## src/rtl/asmd_multiplier_signed.sv

```systemverilog
// Sequential shift-add multiplier with per-operation unsigned/signed mode.
// Operates on operand magnitudes, applies the sign at the end, and exits early on a zero operand.
module asmd_multiplier_signed #(
    parameter int word_length = 8
) (
    input  logic                       clk,
    input  logic                       reset,
    input  logic                       start,
    input  logic                       signed_mode,
    input  logic [word_length-1:0]     word0,
    input  logic [word_length-1:0]     word1,
    output logic [2*word_length-1:0]   product,
    output logic                       ready,
    output logic                       done
);

    localparam int W     = word_length;
    localparam int CNT_W = $clog2(W);

    typedef enum logic [1:0] {
        IDLE = 2'd0,
        RUN  = 2'd1,
        SIGN = 2'd2
    } state_t;

    // W bits hold every magnitude, including 2^(W-1) for the most negative input.
    function automatic logic [W-1:0] magnitude(input logic [W-1:0] value, input logic is_signed);
        if (is_signed && value[W-1]) begin
            return -value;
        end else begin
            return value;
        end
    endfunction

    state_t             state_r;
    state_t             state_next_s;
    logic [W-1:0]       mcand_r;
    logic [2*W-1:0]     acc_r;
    logic [CNT_W-1:0]   count_r;
    logic               neg_r;
    logic [2*W-1:0]     product_r;
    logic               ready_r;
    logic               done_r;

    logic [W-1:0]       mag0_s;
    logic [W-1:0]       mag1_s;
    logic               zero_s;
    logic [W-1:0]       addend_s;
    logic [W:0]         sum_s;

    // Next-state decode plus operand magnitudes and the shift-add step.
    always_comb begin
        state_next_s = state_r;
        mag0_s       = magnitude(word0, signed_mode);
        mag1_s       = magnitude(word1, signed_mode);
        zero_s       = (mag0_s == {W{1'b0}}) || (mag1_s == {W{1'b0}});
        if (acc_r[0]) begin
            addend_s = mcand_r;
        end else begin
            addend_s = {W{1'b0}};
        end
        sum_s = {1'b0, acc_r[2*W-1:W]} + {1'b0, addend_s};
        case (state_r)
            IDLE: begin
                if (start) begin
                    state_next_s = zero_s ? SIGN : RUN;
                end else begin
                    state_next_s = IDLE;
                end
            end
            RUN: begin
                if (count_r == CNT_W'(W - 1)) begin
                    state_next_s = SIGN;
                end else begin
                    state_next_s = RUN;
                end
            end
            SIGN:    state_next_s = IDLE;
            default: state_next_s = IDLE;
        endcase
    end

    // State register.
    always_ff @(posedge clk or negedge reset) begin
        if (!reset) begin
            state_r <= IDLE;
        end else begin
            state_r <= state_next_s;
        end
    end

    // Datapath and registered outputs; acc holds {upper partial sum, remaining multiplier bits}.
    always_ff @(posedge clk or negedge reset) begin
        if (!reset) begin
            mcand_r   <= {W{1'b0}};
            acc_r     <= {(2*W){1'b0}};
            count_r   <= {CNT_W{1'b0}};
            neg_r     <= 1'b0;
            product_r <= {(2*W){1'b0}};
            ready_r   <= 1'b1;
            done_r    <= 1'b0;
        end else begin
            ready_r <= (state_next_s == IDLE);
            done_r  <= (state_r == SIGN);
            case (state_r)
                IDLE: begin
                    if (start) begin
                        mcand_r <= mag0_s;
                        acc_r   <= zero_s ? {(2*W){1'b0}} : {{W{1'b0}}, mag1_s};
                        neg_r   <= signed_mode & (word0[W-1] ^ word1[W-1]);
                        count_r <= {CNT_W{1'b0}};
                    end
                end
                RUN: begin
                    acc_r   <= {sum_s, acc_r[W-1:1]};
                    count_r <= count_r + CNT_W'(1);
                end
                SIGN: begin
                    product_r <= neg_r ? (-acc_r) : acc_r;
                end
                default: begin
                    mcand_r <= {W{1'b0}};
                end
            endcase
        end
    end

    assign product = product_r;
    assign ready   = ready_r;
    assign done    = done_r;

endmodule

```

## config.mk

```make
export PLATFORM = sky130hd
export DESIGN_NAME = asmd_multiplier_signed
export DESIGN_NICKNAME = d
export VERILOG_FILES = /design/src/rtl/asmd_multiplier_signed.sv
export SDC_FILE = /design/constraint.sdc
export NUM_CORES = 1
export LEC_CHECK = 0
export BUFFER_PORTS_ARGS = -buffer_cell sky130_fd_sc_hd__buf_2
export CAP_MARGIN = 20
export CORE_MARGIN = 2
export CORE_UTILIZATION = 30
export CTS_CLUSTER_SIZE = 30
export DETAILED_ROUTE_END_ITERATION = 8
export GPL_ROUTABILITY_DRIVEN = 0
export PLACE_DENSITY = 0.49
export REMOVE_ABC_BUFFERS = 1
export SLEW_MARGIN = 20
export SYNTH_ARGS = -nofsm -noshare
export SYNTH_HDL_FRONTEND = slang
export SYNTH_SLANG_ARGS = --single-unit
export TNS_END_PERCENT = 100
```

## constraint.sdc

```tcl
create_clock -name clk -period 3.31 [get_ports clk]
set_input_delay 0 -clock clk [delete_from_list [all_inputs] [get_ports clk]]
set_output_delay 0 -clock clk [all_outputs]
set_load 0.01 [all_outputs]
```

* Word level (Yosys, flattened, before mapping)
Cells that the tools add are included.
** Storage, ports and cells
- Bits of input ports :: 20
- Output and inout bits :: 18
- Flip-flop bits (word level) :: 48
** Operators by class
- Multiplexer cells :: 15
- $add $sub $neg :: 5
- Reduce and logical (&&, ||, !) cells :: 12
- Bitwise logic cells :: 3
- Equality and inequality tests :: 4
** Operators with widths (count)
- 8-bit 2-to-1 mux :: 5
- 16-bit 2-to-1 mux :: 2
- 16-bit case mux with 2 select lines :: 1
- 8-bit logical NOT :: 2
- 16-bit negation :: 1
- 8-bit negation :: 2
- 8-bit case mux with 2 select lines :: 1
- 8-bit by 8-bit adder with 9-bit output :: 1
- 2-bit 2-to-1 mux :: 3
- 3-bit case mux with 2 select lines :: 1
- 2-bit AND reduction :: 3
- 2-bit logical NOT :: 2
- 2-bit case mux with 2 select lines :: 1
- 3-bit by 1-bit adder with 3-bit output (second input constant) :: 1
- 3-bit == test (second input constant) :: 1
- 3-bit 2-to-1 mux :: 1
- 2-bit by 1-bit == test with 1-bit output (second input constant) :: 1
- 2-bit == test (second input constant) :: 1
- 1-bit logical AND :: 2
- 2-bit inequality test (second input constant) :: 1
- 2-bit nonzero test :: 1
- 2-bit OR reduction :: 1
- 1-bit AND :: 1
- 1-bit logical OR :: 1
- 2 further kinds :: 2

* Depth between registers and ports, before layout
Gate-level depths: netlist (run 1).
- Depth in word-level cells :: 8
- Gate-level depth with buffers :: 10
- Gate-level depth less buffers :: 9

* Least setup slack after synthesis (run 1)
No wires, ideal clock.
- Path type :: flip-flop to flip-flop
- Start :: register acc_r[0]
- End :: register acc_r[15]
- Required time :: 3186 ps
- Buffers on the path :: 1
- Setup time :: 124 ps
- Stages on the path, launching flop included :: 11
- Arrival time :: 2119 ps
- Setup slack :: 1067 ps
- Cells stage by stage :: dfrtp_1 -> clkbuf_1 -> and2_1 -> ha_1 -> fa_1 -> a21o_1 -> a21oi_1 -> o21ai_0 -> and3b_1 -> o211ai_1 -> nand2_1
** Between the ends
- Word-level cells in the longest chain between the ends :: 3
** Ends and longest elaborated chain
- start: declaration :: line 38 : logic [2*W-1:0] acc_r;
- start signal: assignment :: line 96 : acc_r <= {(2*W){1'b0}};
- start signal: assignment :: line 109 : acc_r <= zero_s ? {(2*W){1'b0}} : {{W{1'b0}}, mag1_s};
- start signal: assignment :: line 115 : acc_r <= {sum_s, acc_r[W-1:1]};
- 8-bit 2-to-1 mux :: line 57 : if (acc_r[0]) begin
- 8-bit by 8-bit adder with 9-bit output :: line 62 : sum_s = {1'b0, acc_r[2*W-1:W]} + {1'b0, addend_s};
- 16-bit case mux with 2 select lines :: line 105 : case (state_r)
No other way between the ends.
A chain may end at the register's enable or synchronous reset.

* Worst setup path in the final report (run 1)
- Start :: register state_r[1]
- End :: register acc_r[3]
** Between the ends
- Word-level cells in the longest chain between the ends :: 3
- Elaborated cells on any way between the ends :: 6
- Classes of those cells :: eq/ne: 2; mux: 1; reduce/logical: 3
** Ends and longest elaborated chain
- start: declaration :: line 35 : state_t state_r;
- start signal: assignment :: line 88 : state_r <= state_next_s;
- 2-bit by 1-bit == test with 1-bit output or 2-bit logical NOT (tied branches) :: line 105
- 2-bit nonzero test (no source line) or 2-bit inequality test (tied branches)
- 2-bit AND reduction (no source line)
Several ways; a longest one is shown, not always the timed one.

==> results of run 1 <==
==> stage by stage <==
step / util / std cells / setup WS [ps] / total power [mW] / hold slack (ps)
floorplan: - / 317 / 1150 / 1.94 / -296
global placement: 0.342 / 488 / 998 / 2.30 / 251
detailed placement: 0.342 / 488 / 899 / 2.32 / 223
CTS: 0.357 / 497 / 880 / 2.82 / 9.68
global route: 0.357 / 497 / 688 / 3.05 / 37.9
finish: 0.357 / 497 / 860 / 2.78 / 21.5
==> layout make-up <==
class	instances	share of cell area
tap	133	0.0474
timing repair buffer	40	0.0613
clock inverter	2	0.0171
multi-input combinational	256	0.498
inverter	13	0.0139
clock buffer	5	0.0196
sequential	48	0.343
==> worst max-delay path: stages (launching register included) <==
cell and delay [ps]:
dfrtp_1 400, inv_1 80, ha_1 530, inv_1 240, o21a_1 520, or3_1 470, o21ai_0 140
==> registers in the layout, summed over array words and instances, names as in the netlist <==
register  flops
done          1
mcand_r       8
state_r       2
acc_r        16
count_r       3
product      16
ready         1
neg_r         1
==> logic make-up (layout without fill, tap and decap cells) <==
| kind of cell | after synthesis | in the layout | share of synthesized area |
|---|---|---|---|
| adder cells (fa/ha/maj) | 17 | 17 | 0.0722 |
| AND/OR/NAND/NOR | 108 | 108 | 0.179 |
| multiplexers | 5 | 5 | 0.0168 |
| AO/OA/AOI/OAI | 96 | 96 | 0.218 |
| buffers and inverters | 25 | 60 | 0.0332 |
| flip-flops | 48 | 48 | 0.394 |
| XOR/XNOR | 30 | 30 | 0.0861 |
==> synth_stat cells (2+ instances only) <==
cell and n:
dfrtp_1 47, nor2_1 41, a21oi_1 31, nand2_1 22, xor2_1 21, o21ai_0 17, ha_1 16, a22o_1 15
inv_1 13, and2_1 9, clkbuf_1 9, xnor2_1 9, nand3_1 8, or3_1 7, and3_1 4, mux2i_1 4
o21ai_1 4, a21o_1 3, and3b_1 3, nand2b_1 3, nor3_1 3, o2bb2ai_1 3, o31ai_1 3, a211oi_1 2
buf_1 2, nor3_2 2, o21bai_1 2, o41ai_2 2
==> power by group through the flow <==
stage	clock, mW	sequential, mW	combinational (mW)
final	0.494	1.06	1.23
after global routing	0.533	1.11	1.40
after CTS	0.511	1.07	1.24
after detailed placement	0	1.08	1.24
after global placement	0	1.07	1.23
after floorplan	0	1.06	0.874
==> layer usage <==
metal	up-vias	part of all wire	GRT usage
li1	1241	-	-
met1	1074	0.53	0.178
met2	43	0.43	0.184
met3	4	0.029	0.0200
met4	0	0.014	0.0400
met5	-	0	0
==> worst max path at each step <==
stage                          start         to  slack, ps
after global placement      acc_r[0]  acc_r[15]       1000
after global routing      state_r[1]   acc_r[3]        690
final                     state_r[1]   acc_r[3]        860
after CTS                 state_r[1]   acc_r[3]        880
after detailed placement  state_r[1]   acc_r[3]        900
after floorplan             acc_r[0]  acc_r[15]       1150
==> metrics.md, run 1 <==
| Metric | Value |
|---|---|
| Status | finished clean |
| Remaining DRCs | 0 |
| All-layer global routing usage | 0.122 |
| Vias in the first global route | 2248 |
| Fin. Hold Viols | 0 |
| Clock Sinks | 48 |
| R2R depth | 6 |
| Hold Crit Class | primary input to flip-flop |
| Yosys top cell area share | 0.386 |
| Fin crit period | roughly 2500 ps |
| Hold endpoint | neg_r |
| Yosys warnings | 0 |
| WL final | around 6400 µm |
| First-pass GRT wire length | 10900 µm |
| Least-Margin Pin Slew | 811 ps |
| Fill cell count | roughly 1100 |
| Min-delay src | signed_mode |
| Synth Flop Type | dfrtp_1 |
| CP Class | flip-flop to flip-flop |
| Worst reg2reg startpoint | state_r[1] |
| Worst slew margin | 0.459 |
| Fmax | about 410 MHz |
| Antenna viol nets, final | 0 |
| GRT overflow | 0 |
| Rows | 36 |
| Via density | about 4.8 |
| Unrepaired setup endpoints after global routing | no |
| Die height | 105 µm |
| CP Capture Type | flip-flop |
| Die footprint | 11000 µm² |
| I/O pin count | 38 |
| Leading area contributor after synthesis | dfrtp_1 |
| CTS Buf Count | 5 |
| Max FO, Critical Path | 23 |
| Sw frac | 0.403 |
| Max VDD drop | 0.354 mV |
| Gate count of the mapped netlist | 329 |
| Die Span X | approximately 100 µm |
| CTS root buf | clkbuf_8 |
| Avg Inst Size Synth | 9.27 µm² |
| Clock Path Buffers | 2 |
| Initial Util | 0.311 |
| Hold buffer count at cts | 2 |
| Logic gate share of total power | 0.441 |
| Register bit total from synthesis | 48 |
| CTS clk-pin slew, worst paths | 90 ps |
| Crit start category | flip-flop |
| Setup bufs post-CTS | 0 |
| P_sw | 1.12 mW |
| Pin count of the biggest net entering global routing | 49 |
| Clk_skew | 7.67 ps |
| Later-pin clock latency in the skew report | 300 ps |
| Reg power frac | 0.382 |
| Slew Viols, Final | 0 |
| Post-DP Area | 3360 µm² |
| Setup total negative slack | 0 ps |
| Layout cells sized above 1 | 0.165 |
| Initial antenna violation count | 0 |
| TritonCTS clock tree | yes |
| Internal power | 1.66 mW |
| Clk pwr share | 0.177 |
| Reg area | 1200 µm² |
| ANT cells | 0 |
| Share of the clock period used by the worst path | 0.740 |
| Commonest cells after routing, fill and taps aside | dfrtp_1, nor2_1, buf_2 |
| Power per cell area | 794 nW/µm² |
| Initial DRC Count | 60 |
| Final HPWL DP | 4830 µm |
| Worst reg2reg path endpoint | acc_r[3] |
| Commonest non-fill, non-tap cell in the layout | dfrtp_1 |
| Synth cell types | 52 |
| Post-synthesis sequential area ratio | 0.394 |
| Mapped Area | 3050 µm² |
| Flop2flop setup slack | 860 ps |
| CTS H-tree depth | 2 |
| Syn-to-layout area delta | 15.0% |
| Area occupied by multi-input gates | 1750 µm² |
| Total Nets Final | 401 |
| Final setup violation count | 0 |
| Post-route cell area | 3510 µm² |
| Worst Hold Depth | 3 |
| Vias | about 2400 |
| First-pass DRT Iterations | 4 |
| Avg WL per Cell | 12.8 µm |
| CP required | 3540 ps |
| Main area contributors after synthesis | dfrtp_1, ha_1, xor2_1, a21oi_1, nor2_1 |
| Leakage Power | 1.63 nW |
| Async S/R FF share, synth | 1.00 |
| IO buf count | 37 |
| Critical path arrival | 2680 ps |
| Core Region | 9820 µm² |
| Max-cap viol count | 0 |
| EDFF count, synth | 0 |
| Post-CTS sizing | 0 |
(Power assumes the default switching activity.)
==> run 2, diff against run 1 <==
Clock period 3.31 ns to 2.4 ns, I/O delays scaled along.
==> run 2 against run 1 <==
Effect of this change: non-clock buffer count is 5 higher; routed wire length increased by 2.9%; total power up 34%; largest cell class unchanged; highest routed layer unchanged.
==> metrics.md, run 2 (synthesis gave the netlist of run 1 again) <==
| Metric | Value |
|---|---|
| Final setup violation count | 0 |
| Clk_skew | 7.91 ps |
| ANT cells | 0 |
| Hold endpoint | neg_r |
| Post-route cell area | 3510 µm² |
| All-layer global routing usage | 0.123 |
| Critical-path top delay cell | dfrtp_1 |
| Antenna viol nets, final | 0 |
| Avg WL per Cell | 13.0 µm |
| Share of the clock period used by the worst path | 0.921 |
| CP required | 2610 ps |
| First-pass GRT wire length | ~11000 µm |
| CTS H-tree depth | 2 |
| CP Cell Sequence | and2_1 -> ha_1 -> fa_1 -> a21o_1 -> a21oi_2 -> o21ai_0 -> and3b_1 -> o211ai_1 -> nand2_1 |
| Min-delay src | signed_mode |
| Clock Path Buffers | 2 |
| Syn-to-layout area delta | 15.1% |
| Clk pwr share | 0.135 |
| Initial antenna violation count | 0 |
| Least-Margin Pin Slew | roughly 830 ps |
| WL final | about 6500 µm |
| Worst reg2reg startpoint | acc_r[0] |
| Hold Crit Class | primary input to flip-flop |
| Final HPWL DP | 5150 µm |
| R2R depth | 9 |
| Sw frac | 0.429 |
| Fmax | 452 MHz |
| CTS root buf | clkbuf_8 |
| Clock Sinks | between 40 and 50 |
| Post-DP Area | 3390 µm² |
| Crit start category | flip-flop |
| Critical path arrival | 2420 ps |
| Via density | 4.75 |
| Internal power | between 2 and 2.5 mW |
| Total Nets Final | 406 |
| Vias | 2390 |
| Max FO, Critical Path | 9 |
| Later-pin clock latency in the skew report | 310 ps |
| Leakage Power | 1.63 nW |
| Slowest stage delay, CP | 450 ps |
| Commonest cells after routing, fill and taps aside | dfrtp_1, nor2_1, buf_2 |
| Die footprint | approximately 11000 µm² |
| Worst reg2reg path endpoint | acc_r[15] |
| Slew Viols, Final | 0 |
| GRT overflow | 0 |
| I/O pin count | 38 |
| Core Region | 9820 µm² |
| Die height | around 100 µm |
| Reg power frac | 0.391 |
| Pin count of the biggest net entering global routing | 33 |
| Layout cells sized above 1 | 0.181 |
| IO buf count | 37 |
| Unrepaired setup endpoints after global routing | no |
| Worst slew margin | 0.429 |
| Initial DRC Count | 64 |
| CTS clk-pin slew, worst paths | about 100 ps |
| CTS Buf Count | 5 |
| Status | finished clean |
| Max-cap viol count | 0 |
| Flop2flop setup slack | 190 ps |
| Max VDD drop | 0.447 mV |
| Remaining DRCs | 0 |
| CP Class | flip-flop to flip-flop |
| Power per cell area | around 1100 nW/µm² |
| Setup total negative slack | 0 ps |
| First-pass DRT Iterations | 4 |
| Commonest non-fill, non-tap cell in the layout | dfrtp_1 |
| Logic gate share of total power | 0.474 |
| Rows | 36 |
| Initial Util | 0.311 |
| Die Span X | 105 µm |
| Final Power | around 3.7 mW |
| Vias in the first global route | ~2300 |
| TritonCTS clock tree | yes |
| Setup bufs post-CTS | 0 |
| Worst Hold Depth | 3 |
| P_sw | 1.61 mW |
| CP Capture Type | flip-flop |
| Origin of the worst setup path | acc_r[0] |
| Fin. Hold Viols | 0 |
| Fin crit period | 2210 ps |
run 2: cell types whose count changed in the layout (fill, tap and decap cells not counted):
cell / before / now
bufinv_16: 2 / 0
a21oi_2: 1 / 2
buf_4: 2 / 6
buf_2: 36 / 37
a21oi_1: 31 / 30
clkinv_4: 0 / 1
clkinvlp_4: 0 / 2
run 2: power by group through the flow:
stage	Clock, mW	Combinational, mW	Sequential, mW
global placement	0	1.76	1.47
global route	0.561	2.00	1.53
detailed placement	0	1.78	1.49
floorplan	0	1.21	1.47
CTS	0.520	1.79	1.47
finish	0.505	1.78	1.46
run 2: worst max-delay path: cells and delay by family, from the launching register on:
kind	cells	cell delay, ps
flops	1	450
simple gates	3	420
compound gates	4	630
fa+ha+maj	2	600
run 2: repair_timing:
item	in CTS	in global routing
endpoints found under the hold margin	18	0
setup endpoints to repair	0	2
resized for setup	0	1
hold buffers	2	0
run 2: per-stage QoR:
stage	setup WS, ps	util	instances	hold slack (ps)
after global routing	58.1	0.358	503	14.3
after CTS	107	0.357	503	13.9
after global placement	166	0.346	493	-51.3
final	188	0.358	503	14.1
after detailed placement	123	0.346	493	-52.9
after floorplan	241	-	317	-296
run 2: worst max path at each step:
stage	end	slack, ps	cells after the start
floorplan	acc_r[15]	240	9
global placement	acc_r[15]	170	9
detailed placement	acc_r[15]	120	9
CTS	acc_r[15]	110	9
global route	acc_r[15]	60	9
finish	acc_r[15]	190	9
run 2: area by class of cell:
cell class / count / area (µm²)
clock buffer: 5 / 68.8
clock inverter: 3 / 23.8
fill: 1080 / 6310
inverter: 13 / 48.8
multi-input combinational: 256 / 1750
sequential: 48 / 1200
tap: 133 / 166
timing repair buffer: 45 / 250
run 2: layer usage:
layer	routed length, µm	GRT usage	up-vias
met5	0	0	-
met4	73	0.0314	0
met3	193	0.0218	5
met2	2820	0.189	40
met1	3450	0.180	1085
li1	-	-	1260
==> run 3, diff against run 2 <==
Settings changed: BUFFER_PORTS_ARGS -buffer_cell sky130_fd_sc_hd__buf_2 to -buffer_cell sky130_fd_sc_hd__clkbuf_2.
==> run 3 against run 2 <==
Effect of this change: setup slack got worse by 37 ps; first-iteration DRC count increased by 13%; core utilization is 0.19 points higher; total power increased by 2.3%; routed wire length is 0.57% lower; sequential power hardly changed; cell area rose by 0.53%; clock-buffer cell count did not move; global-route usage down 0.16 points; clock skew decreased by 2.2 ps; critical path depth is the same; die area stayed put; critical path type unchanged.
==> metrics.md, run 3 (synthesis gave the netlist of run 1 again) <==
| Metric | Value |
|---|---|
| Status | finished clean |
| Slowest stage delay, CP | 450 ps |
| Flop2flop setup slack | 150 ps |
| IO buf count | 37 |
| Worst slew margin | 0.471 |
| Worst reg2reg startpoint | acc_r[0] |
| Critical-path top delay cell | dfrtp_1 |
| Fin util | 0.359 |
| Rows | 36 |
| Final setup violation count | 0 |
| CP required | 2600 ps |
| Commonest non-fill, non-tap cell in the layout | dfrtp_1 |
| Commonest cells after routing, fill and taps aside | dfrtp_1, nor2_1, clkbuf_2 |
| Hold_ws | roughly 12 ps |
| CP Cell Sequence | and2_1 -> ha_1 -> fa_1 -> a21o_1 -> a21oi_2 -> o21ai_0 -> and3b_1 -> o211ai_1 -> nand2_1 |
| R2R depth | 9 |
| Initial DRC Count | between 70 and 80 |
| TritonCTS clock tree | yes |
| Die Span X | 105 µm |
| Die height | 105 µm |
| CTS root buf | clkbuf_8 |
| First-pass GRT wire length | 11200 µm |
| Total Nets Final | 406 |
| Max-cap viol count | 0 |
| Vias in the first global route | 2289 |
| Post-DP Area | between 3000 and 4000 µm² |
| Post-Place Worst Slack | 91.8 ps |
| Slew Viols, Final | 0 |
| WL final | 6500 µm |
| Layout cells sized above 1 | 0.181 |
| Fin. Hold Viols | 0 |
| Vias | 2423 |
| Max FO, Critical Path | 9 |
| Clock Sinks | 48 |
| Crit start category | flip-flop |
| Hold Crit Class | primary input to flip-flop |
| Critical path arrival | 2450 ps |
| Post-route cell area | 3530 µm² |
| Pin count of the biggest net entering global routing | 33 |
| Origin of the worst setup path | acc_r[0] |
| I/O pin count | 38 |
| Fin crit period | between 2000 and 2500 ps |
| Power per cell area | 1090 nW/µm² |
| CP Capture Type | flip-flop |
| Max VDD drop | between 0.3 and 0.4 mV |
| Post-Layout Cell Count | 503 |
| Avg WL per Cell | 12.9 µm |
| CTS H-tree depth | 2 |
| Later-pin clock latency in the skew report | 300 ps |
| Antenna viol nets, final | 0 |
| Core Region | 9820 µm² |
| Clock Path Buffers | 2 |
| Critical path capture point | acc_r[15] |
| Die footprint | around 11000 µm² |
| Least-Margin Pin Slew | slightly below 800 ps |
| Initial Util | 0.311 |
| Initial antenna violation count | 0 |
| Final Power | between 3 and 4 mW |
| Fmax | 445 MHz |
| Worst reg2reg path endpoint | acc_r[15] |
| Placed cell count | 493 |
| All-layer global routing usage | 0.122 |
| Leakage Power | 1.65 nW |
| Via density | 4.82 |
| Final HPWL DP | 5130 µm |
| CTS Buf Count | 5 |
| Syn-to-layout area delta | 15.7% |
| GRT overflow | 0 |
| Min setup slack post-route | approximately 150 ps |
| Remaining DRCs | 0 |
| ANT cells | 0 |
| CP Class | flip-flop to flip-flop |
| Clk_skew | 5.67 ps |
| Setup total negative slack | 0 ps |
| CTS clk-pin slew, worst paths | 90 ps |
| Share of the clock period used by the worst path | 0.937 |
| First-pass DRT Iterations | 5 |
## run 3: cell types whose count changed in the layout (fill, tap and decap cells not counted), sizes merged
cell      delta
buf         -37
bufinv       +1
clkbuf      +37
clkinvlp     -1
## run 3: worst min path at each step
stage	slack, ps	end	cells past startpoint	start
after global placement	-40	acc_r[2]	1	reset
after detailed placement	-30	acc_r[2]	1	reset
final	10	neg_r	3	signed_mode
after floorplan	-300	acc_r[0]	0	reset
after global routing	40	neg_r	3	signed_mode
after CTS	20	neg_r	3	signed_mode
## run 3: power breakdown
group	total (mW)	switching, mW	leakage (nW)	internal [mW]
Combinational	1.76	0.984	1.00	0.780
Clock	0.598	0.289	0.0541	0.309
Sequential	1.47	0.327	0.595	1.14
## run 3: final cells by class
cell class / instances / area (µm²)
multi-input cells: 256 / 1750
flip-flops and latches: 48 / 1200
fillers: 1054 / 6290
repair buffers: 45 / 250
well taps: 133 / 166
clock inverters: 3 / 42.5
inverters: 13 / 48.8
clock buffers: 5 / 68.8
## run 3: worst max-delay path: cells and delay by family, from the launching register on
family | cells | cell delay [ps]
AO/OA/AOI/OAI | 4 | 640
adder cells (fa/ha/maj) | 2 | 620
flip-flops | 1 | 450
AND/OR/NAND/NOR | 3 | 430
## run 3: metal layers
layer  vias up  wire, µm  track usage
met5         -         0            0
met4         0        65       0.0343
met3         6       221       0.0150
met2        46      2900        0.194
met1      1122      3320        0.174
li1       1249         -            -
## run 3: what timing repair did
| action | CTS | global route |
|---|---|---|
| hold endpoints to repair | 18 | 0 |
| endpoints found under the setup margin | 0 | 2 |
| resized for setup | 0 | 1 |
| buffers inserted | 0 | 0 |
| hold buffers | 2 | 0 |
